## config.mk

```make
export PLATFORM = sky130hd
export DESIGN_NAME = mxu_stream_frontend_flat
export DESIGN_NICKNAME = d
export VERILOG_FILES = /design/src/rtl/mxu_pkg.sv /design/src/rtl/mxu_stream_frontend_if.sv /design/src/rtl/mxu_y_serializer.sv /design/src/rtl/mxu_stream_frontend.sv /design/src/flat_wrapper.sv
export SDC_FILE = /design/constraint.sdc
export NUM_CORES = 1
export LEC_CHECK = 0
export CORE_ASPECT_RATIO = 1.25
export CORE_MARGIN = 8
export CORE_UTILIZATION = 54
export CTS_CLUSTER_DIAMETER = 60
export CTS_CLUSTER_SIZE = 40
export DETAILED_ROUTE_END_ITERATION = 8
export PLACE_DENSITY = 0.84
export REMOVE_ABC_BUFFERS = 1
export SLEW_MARGIN = 10
export SYNTH_ARGS = -nofsm -noshare
export SYNTH_HDL_FRONTEND = slang
export SYNTH_SLANG_ARGS = --single-unit
```

## constraint.sdc

```tcl
create_clock -name clk -period 37.4 [get_ports clk]
set_input_delay 7.48 -clock clk [delete_from_list [all_inputs] [get_ports clk]]
set_output_delay 7.48 -clock clk [all_outputs]
set_load 0.02 [all_outputs]
```

## src/rtl/mxu_pkg.sv

```systemverilog
// Shared types for the matrix-unit stream frontend: FSM state enum and an index-width helper.
package mxu_pkg;

  typedef enum logic [2:0] {
    ST_IDLE,
    ST_LOAD,
    ST_LAUNCH,
    ST_WAIT,
    ST_DRAIN
  } mxu_fe_state_t;

  // Width needed to count 0..n-1, never less than one bit.
  function automatic int mxu_idx_width(input int n);
    return (n > 1) ? $clog2(n) : 1;
  endfunction

endpackage

```

## src/rtl/mxu_stream_frontend_if.sv

```systemverilog
// Bundle of the element streams, multiplier operand/result buses and status flags of the frontend.
interface mxu_stream_frontend_if #(
  parameter int DIM   = 4,
  parameter int WIDTH = 8
);
  localparam int MAT_W = DIM * DIM * WIDTH;

  logic             s_valid;
  logic             s_ready;
  logic [WIDTH-1:0] s_data;
  logic [MAT_W-1:0] mxu_in0;
  logic [MAT_W-1:0] mxu_in1;
  logic             mxu_start;
  logic [MAT_W-1:0] mxu_out;
  logic             mxu_finished;
  logic             m_valid;
  logic             m_ready;
  logic [WIDTH-1:0] m_data;
  logic             m_last;
  logic             busy;
  logic             err;

  // Host / DMA / multiplier side of the bundle.
  modport master (
    output s_valid, s_data, mxu_out, mxu_finished, m_ready,
    input  s_ready, mxu_in0, mxu_in1, mxu_start, m_valid, m_data, m_last, busy, err
  );

  // Frontend side of the bundle.
  modport slave (
    input  s_valid, s_data, mxu_out, mxu_finished, m_ready,
    output s_ready, mxu_in0, mxu_in1, mxu_start, m_valid, m_data, m_last, busy, err
  );
endinterface

```

## src/rtl/mxu_y_serializer.sv

```systemverilog
// Holds a captured Y matrix and streams it out row-major over valid/ready, pulsing done_o on the final handshake.
module mxu_y_serializer
  import mxu_pkg::*;
#(
  parameter int DIM   = 4,
  parameter int WIDTH = 8
) (
  input  logic                       clk,
  input  logic                       reset,
  input  logic                       capture_i,
  input  logic [DIM*DIM*WIDTH-1:0]   y_i,
  input  logic                       m_ready_i,
  output logic                       m_valid_o,
  output logic [WIDTH-1:0]           m_data_o,
  output logic                       m_last_o,
  output logic                       done_o
);
  localparam int NELEM = DIM * DIM;
  localparam int JW    = mxu_idx_width(NELEM);
  localparam logic [JW-1:0] J_LAST = JW'(NELEM - 1);

  logic [NELEM*WIDTH-1:0] y_q, y_d;
  logic [JW-1:0]          j_q, j_d;
  logic                   active_q, active_d;
  logic                   handshake;

  assign handshake = active_q && m_ready_i;
  assign m_valid_o = active_q;
  assign m_last_o  = active_q && (j_q == J_LAST);
  assign done_o    = handshake && (j_q == J_LAST);

  always_comb begin
    y_d      = y_q;
    j_d      = j_q;
    active_d = active_q;
    if (capture_i) begin
      y_d      = y_i;
      j_d      = '0;
      active_d = 1'b1;
    end else if (handshake) begin
      if (j_q == J_LAST) begin
        j_d      = '0;
        active_d = 1'b0;
      end else begin
        j_d = j_q + 1'b1;
      end
    end
  end

  // Output mux reads zero while idle so m_data is quiet outside a drain.
  always_comb begin
    m_data_o = '0;
    for (int e = 0; e < NELEM; e++) begin
      if (active_q && (j_q == JW'(e))) m_data_o = y_q[e*WIDTH +: WIDTH];
    end
  end

  always_ff @(posedge clk or posedge reset) begin
    if (reset) begin
      y_q      <= '0;
      j_q      <= '0;
      active_q <= 1'b0;
    end else begin
      y_q      <= y_d;
      j_q      <= j_d;
      active_q <= active_d;
    end
  end

endmodule

```

## src/rtl/mxu_stream_frontend.sv

```systemverilog
// Byte-serial operand loader, launcher and result drainer for one matrix multiplier.
// Optional WAIT watchdog enabled by defining MXU_FE_TIMEOUT_EN.
module mxu_stream_frontend
  import mxu_pkg::*;
#(
  parameter int DIM            = 4,
  parameter int WIDTH          = 8,
  parameter int TIMEOUT_CYCLES = 1024
) (
  input logic                  clk,
  input logic                  reset,
  mxu_stream_frontend_if.slave bus
);
  localparam int NELEM = DIM * DIM;
  localparam int KW    = mxu_idx_width(2 * NELEM);
  localparam logic [KW-1:0] K_LAST = KW'(2 * NELEM - 1);

  // Row-major flattened matrix, element [r][c] at slot r*DIM+c.
  typedef logic [NELEM*WIDTH-1:0] mat_t;

  mxu_fe_state_t state_q, state_d;
  logic [KW-1:0] k_q, k_d;
  mat_t          a_q, b_q;
  logic          accept, capture, yDone, timeout;

  assign accept      = (state_q == ST_LOAD) && bus.s_valid;
  assign bus.mxu_in0 = a_q;
  assign bus.mxu_in1 = b_q;
  assign bus.busy    = (state_q == ST_LAUNCH) || (state_q == ST_WAIT) || (state_q == ST_DRAIN) ||
                       ((state_q == ST_LOAD) && (k_q != '0));

  always_comb begin
    state_d       = state_q;
    k_d           = k_q;
    bus.s_ready   = 1'b0;
    bus.mxu_start = 1'b0;
    capture       = 1'b0;
    case (state_q)
      ST_IDLE: state_d = ST_LOAD;
      ST_LOAD: begin
        bus.s_ready = 1'b1;
        if (accept) begin
          if (k_q == K_LAST) begin
            k_d     = '0;
            state_d = ST_LAUNCH;
          end else begin
            k_d = k_q + 1'b1;
          end
        end
      end
      ST_LAUNCH: begin
        bus.mxu_start = 1'b1;
        state_d       = ST_WAIT;
      end
      ST_WAIT: begin
        if (bus.mxu_finished) begin
          capture = 1'b1;
          state_d = ST_DRAIN;
        end else if (timeout) begin
          state_d = ST_LOAD;
        end
      end
      ST_DRAIN: if (yDone) state_d = ST_LOAD;
      default:  state_d = ST_IDLE;
    endcase
  end

  always_ff @(posedge clk or posedge reset) begin
    if (reset) begin
      state_q <= ST_IDLE;
      k_q     <= '0;
    end else begin
      state_q <= state_d;
      k_q     <= k_d;
    end
  end

  // Indices below NELEM land in A, the rest in B; both stay put until the next job overwrites them.
  always_ff @(posedge clk or posedge reset) begin
    if (reset) begin
      a_q <= '0;
      b_q <= '0;
    end else begin
      for (int e = 0; e < NELEM; e++) begin
        if (accept && (k_q == KW'(e)))         a_q[e*WIDTH +: WIDTH] <= bus.s_data;
        if (accept && (k_q == KW'(NELEM + e))) b_q[e*WIDTH +: WIDTH] <= bus.s_data;
      end
    end
  end

`ifdef MXU_FE_TIMEOUT_EN
  localparam int TW = mxu_idx_width(TIMEOUT_CYCLES + 1);

  logic [TW-1:0] wdog_q, wdog_d;
  logic          err_q, err_d;

  assign timeout = (wdog_q == TW'(TIMEOUT_CYCLES - 1));
  assign bus.err = err_q;

  always_comb begin
    wdog_d = (state_q == ST_WAIT) ? wdog_q + 1'b1 : '0;
    err_d  = err_q || ((state_q == ST_WAIT) && !bus.mxu_finished && timeout);
  end

  always_ff @(posedge clk or posedge reset) begin
    if (reset) begin
      wdog_q <= '0;
      err_q  <= 1'b0;
    end else begin
      wdog_q <= wdog_d;
      err_q  <= err_d;
    end
  end
`else
  assign timeout = 1'b0;
  assign bus.err = 1'b0;
`endif

  mxu_y_serializer #(
    .DIM   (DIM),
    .WIDTH (WIDTH)
  ) u_ser (
    .clk       (clk),
    .reset     (reset),
    .capture_i (capture),
    .y_i       (bus.mxu_out),
    .m_ready_i (bus.m_ready),
    .m_valid_o (bus.m_valid),
    .m_data_o  (bus.m_data),
    .m_last_o  (bus.m_last),
    .done_o    (yDone)
  );

endmodule

```

## src/flat_wrapper.sv

```systemverilog
// flat-port wrapper written by rule: the top's interface ports become plain ports
module mxu_stream_frontend_flat import mxu_pkg::*;
#(
  parameter int DIM            = 4,
  parameter int WIDTH          = 8,
  parameter int TIMEOUT_CYCLES = 1024
)
  (clk, reset, bus_s_valid, bus_s_data, bus_mxu_out, bus_mxu_finished, bus_m_ready, bus_s_ready, bus_mxu_in0, bus_mxu_in1, bus_mxu_start, bus_m_valid, bus_m_data, bus_m_last, bus_busy, bus_err);
  mxu_stream_frontend_if #(.DIM(DIM), .WIDTH(WIDTH)) bus_i ();
  input logic clk;
  input logic reset;
  input wire logic [$bits(bus_i.s_valid)-1:0] bus_s_valid;
  input wire logic [$bits(bus_i.s_data)-1:0] bus_s_data;
  input wire logic [$bits(bus_i.mxu_out)-1:0] bus_mxu_out;
  input wire logic [$bits(bus_i.mxu_finished)-1:0] bus_mxu_finished;
  input wire logic [$bits(bus_i.m_ready)-1:0] bus_m_ready;
  output wire logic [$bits(bus_i.s_ready)-1:0] bus_s_ready;
  output wire logic [$bits(bus_i.mxu_in0)-1:0] bus_mxu_in0;
  output wire logic [$bits(bus_i.mxu_in1)-1:0] bus_mxu_in1;
  output wire logic [$bits(bus_i.mxu_start)-1:0] bus_mxu_start;
  output wire logic [$bits(bus_i.m_valid)-1:0] bus_m_valid;
  output wire logic [$bits(bus_i.m_data)-1:0] bus_m_data;
  output wire logic [$bits(bus_i.m_last)-1:0] bus_m_last;
  output wire logic [$bits(bus_i.busy)-1:0] bus_busy;
  output wire logic [$bits(bus_i.err)-1:0] bus_err;
  assign bus_i.s_valid = bus_s_valid;
  assign bus_i.s_data = bus_s_data;
  assign bus_i.mxu_out = bus_mxu_out;
  assign bus_i.mxu_finished = bus_mxu_finished;
  assign bus_i.m_ready = bus_m_ready;
  assign bus_s_ready = bus_i.s_ready;
  assign bus_mxu_in0 = bus_i.mxu_in0;
  assign bus_mxu_in1 = bus_i.mxu_in1;
  assign bus_mxu_start = bus_i.mxu_start;
  assign bus_m_valid = bus_i.m_valid;
  assign bus_m_data = bus_i.m_data;
  assign bus_m_last = bus_i.m_last;
  assign bus_busy = bus_i.busy;
  assign bus_err = bus_i.err;
  mxu_stream_frontend #(.DIM(DIM), .WIDTH(WIDTH), .TIMEOUT_CYCLES(TIMEOUT_CYCLES)) u_core (.clk(clk), .reset(reset), .bus(bus_i));
endmodule
```

==> metrics.md <==
| Metric | Value |
|---|---|
| Worst Skew | `0.05613 ns` |
| Run status | `completed` |
| Maximum buffer depth of the clock tree | `3` |
| Remaining antenna violation count after routing | `0` |
| Source-to-sink clock delay at the later pin of the worst-skew pair | `0.56 ns` |
| Main synth FF type | `dfrtp_1` |
| Area of the core | `30810 um^2` |
| Cell leakage power | `10.38 nW` |
| Clock-pin slew on the worst setup and hold paths | `0.12 ns` |
| Maximum level of the CTS H-tree | `1` |
| Count of non-filler cells in the finished layout | `2270` |
| Die extent in x | `173.7 um` |
| Drt initial violations | `1000` |
| Average cell area after synthesis | `11.25 um^2` |
| Max Transition Viols Final | `0` |
| Number of enable-type register cells in the synthesized netlist | `0` |
| Number of stages on the worst hold path | `2` |
| Number of remaining DRC errors | `0` |
| Origin of the critical flop-to-flop path | `u_core.state_q[0]$_DFFE_PP0P_` |
| Total Routed Length | `50.88 mm` |
| Library cells used by synthesis | `61` |
| Total instance count after detailed placement | `2229` |
| TritonCTS clock tree | `yes` |
| Max IR drop VDD | `0.00005252 V` |
| Vias in the first global route | `13166` |
| Final GP Congestion | `0.9682` |
| Routed via count divided by cell count | `5.559` |
| Seq/Total Area, Yosys | `59.15%` |
| Number of buffers inserted by port buffering | `409` |
| Routed wire per std cell | `22.42 um` |
| Power density over the cells | `79.33 nW/um^2` |
| Unrepaired setup endpoints after global routing | `false` |
| First-pass detailed-route iteration total | `5` |
| Library cell used as clock root buffer | `clkbuf_16` |
| Class of the worst hold path | `flip-flop to flip-flop` |
| Number of vias after detailed routing | `12620` |
| Top cells by area, synth | `dfrtp_1 59%, mux2_2 16%, nand2_1 9.6%` |
| Global Route met1 Usage | `32.33%` |
| Clock sinks | `397` |
| Number of warnings reported in the yosys synthesis log | `0` |
| Hold Crit Endpoint | `u_core.u_ser.y_q[113]$_DFFE_PP0P_` |
| Fraction of the core area covered by cells at the end of the flow | `71.42%` |
| Post-synthesis async set-or-reset flop share | `100.0%` |
| Fraction of final layout cells with drive strength greater than 1 | `16.35%` |
| Maximum Capacitance Violations | `0` |
| Final total power | `0.001746 W` |
| I/O pins | `411` |
| Met3 usage | `4.599%` |
| Nature of the critical path endpoint | `primary output` |
| Maximum number of pins on one net before global-route repair | `175` |
| Worst Path Arrival | `4.65 ns` |
| Biggest area consumer among synthesized cells | `dfrtp_1` |
| Number of CTS-inserted buffers | `21` |
| Synth cell count leaders | `430 x nand2_1, 397 x dfrtp_1, 238 x mux2_2` |
| Share of the synthesized area in the top cell type | `59.15%` |
| Area growth from synthesis to final layout | `31.01%` |
| Antenna violations before repair | `4` |
| Period Utilization, post-route | `32.42%` |
| Actual transition at the worst max-transition pin | `1.228 ns` |
| Global-route wire length before repair | `78.49 mm` |
| Summed instance area of the synthesized netlist | `16800 um^2` |
| Hold_sp | `u_core.u_ser.y_q[113]$_DFFE_PP0P_` |
| Final worst path period need | `12.13 ns` |
| Sum of overflow across all layers after global routing | `0` |
| Kind of launch point of the worst setup path | `flip-flop` |
| Slew headroom | `16.04%` |
| Maximum operating frequency | `82.46 MHz` |
| Most frequent cell after synthesis | `nand2_1` |
| Cts repair resizes | `0` |
| GR peak layer | `met2` |
| Post-layout net count | `1996` |
| Reg2Reg Setup Slack | `34.92 ns` |
| Starting utilization of the core area | `54.52%` |
| Worst Setup Path Type | `flip-flop to primary output` |
| Placed wire-length estimate after detailed placement | `37.52 mm` |
| Global routing met2 resource utilization | `48.38%` |
| Reg2Reg Capture Point | `u_core.u_ser.y_q[86]$_DFFE_PP0P_` |
| Hold Fails Final Rpt | `0` |
| Worst path required time | `29.92 ns` |
| Post-CTS Setup Bufs | `0` |
| Total of flip-flops plus latches after synthesis | `397` |
| Die ar. | `37040 um^2` |
| All-layer global routing usage | `26.85%` |
| Crit path max fanout | `22` |
| Accumulated negative setup slack | `0 ns` |
| Vertical extent of the die | `213.2 um` |
| Setup violation total in the final timing report | `0` |
| Std cell rows | `72` |
| Syn Inst Count | `1493` |
| Post-CTS Hold Buffers | `0` |
| Cell depth of the worst flop-to-flop path | `5` |
-- power by group --
part	leakage [nW]	switching [W]	internal [W]
combinational	4.81	0.000414	0.000339
clock	0.405	0.000172	0.000123
sequential	5.17	0.000113	0.000586
-- kinds of logic (layout without fill, tap and decap cells) --
family | count (synthesis) | in the layout | synth area share, %
flip-flops | 397 | 397 | 59.15
buffers and inverters | 112 | 478 | 2.689
AO/OA/AOI/OAI | 158 | 158 | 6.079
multiplexers | 257 | 257 | 17.23
XOR/XNOR | 1 | 1 | 0.05215
other | 1 | 5 | 0.02233
adder cells (fa/ha/maj) | 10 | 10 | 0.7449
AND/OR/NAND/NOR | 557 | 557 | 14.03
-- layer usage --
layer | wire (um) | part of all wire, % | vias to the layer above
li1 | - | - | 5781
met1 | 20010 | 39 | 6282
met2 | 26320 | 52 | 469
met3 | 2921 | 5.7 | 88
met4 | 1632 | 3.2 | 0
met5 | 0 | 0 | -
-- per-stage QoR --
stage	hold WS (ns)	worst slack, ns	cell area (um^2)
3_5_place_dp	0.4579	26.04	21140
3_3_place_gp	0.4604	26.10	21140
4_1_cts	0.4926	25.39	21990
6_report	0.4904	25.27	22000
2_1_floorplan	0.4369	18.88	16420
5_1_grt	0.5097	24.91	22000
-- worst max-delay path, cell delays in order, from the launching register on --
cell and delay [ns]:
dfrtp_1 0.47, inv_1 0.13, ha_1 0.71, inv_1 0.26, o22a_1 0.24, a311oi_1 0.25
nor2_1 0.10, a2111oi_0 1.06, o22ai_1 0.27, clkdlybuf4s50_1 0.60
-- worst max-delay path by stage --
stage,from,endpoint,slack [ns],cells past startpoint
after floorplan,reset,u_core.bus.mxu_in0[0]$_DFFE_PP0P_,18.88,1
after global placement,u_core.u_ser.j_q[0]$_DFFE_PP0P_,bus_m_data[3],26.10,9
after detailed placement,u_core.u_ser.j_q[0]$_DFFE_PP0P_,bus_m_data[3],26.04,9
after CTS,u_core.u_ser.j_q[0]$_DFFE_PP0P_,bus_m_data[3],25.39,9
after global routing,u_core.u_ser.j_q[0]$_DFFE_PP0P_,bus_m_data[3],24.91,9
final,u_core.u_ser.j_q[0]$_DFFE_PP0P_,bus_m_data[3],25.27,9
-- area by class of cell --
cell class	count	area [um^2]
diodes	4	10.01
well taps	407	509.2
clock buffers	21	525.5
multi-input cells	984	6427
fillers	2182	8805
clock inverters	16	334.1
inverters	20	82.58
repair buffers	421	4182
flip-flops and latches	397	9935
-- sequential cells by signal (all words and copies together), names as in the netlist --
signal,cells
u_core.u_ser.y_q,128
u_core.bus.mxu_in1,128
u_core.u_ser.m_valid_o,1
u_core.bus.mxu_in0,128
u_core.u_ser.j_q,4
u_core.k_q,5
u_core.state_q,3
-- cells in the final DEF (no fill, tap or decap), types with 19 or more instances in the layout --
master           count
a21oi_1             42
clkbuf_16           21
clkdlybuf4s50_1    406
dfrtp_1            397
inv_1               19
mux2_1              19
mux2_2             238
nand2_1            430
nor2_1              40
o21ai_0             37
Power figures use the tool's default switching activity.
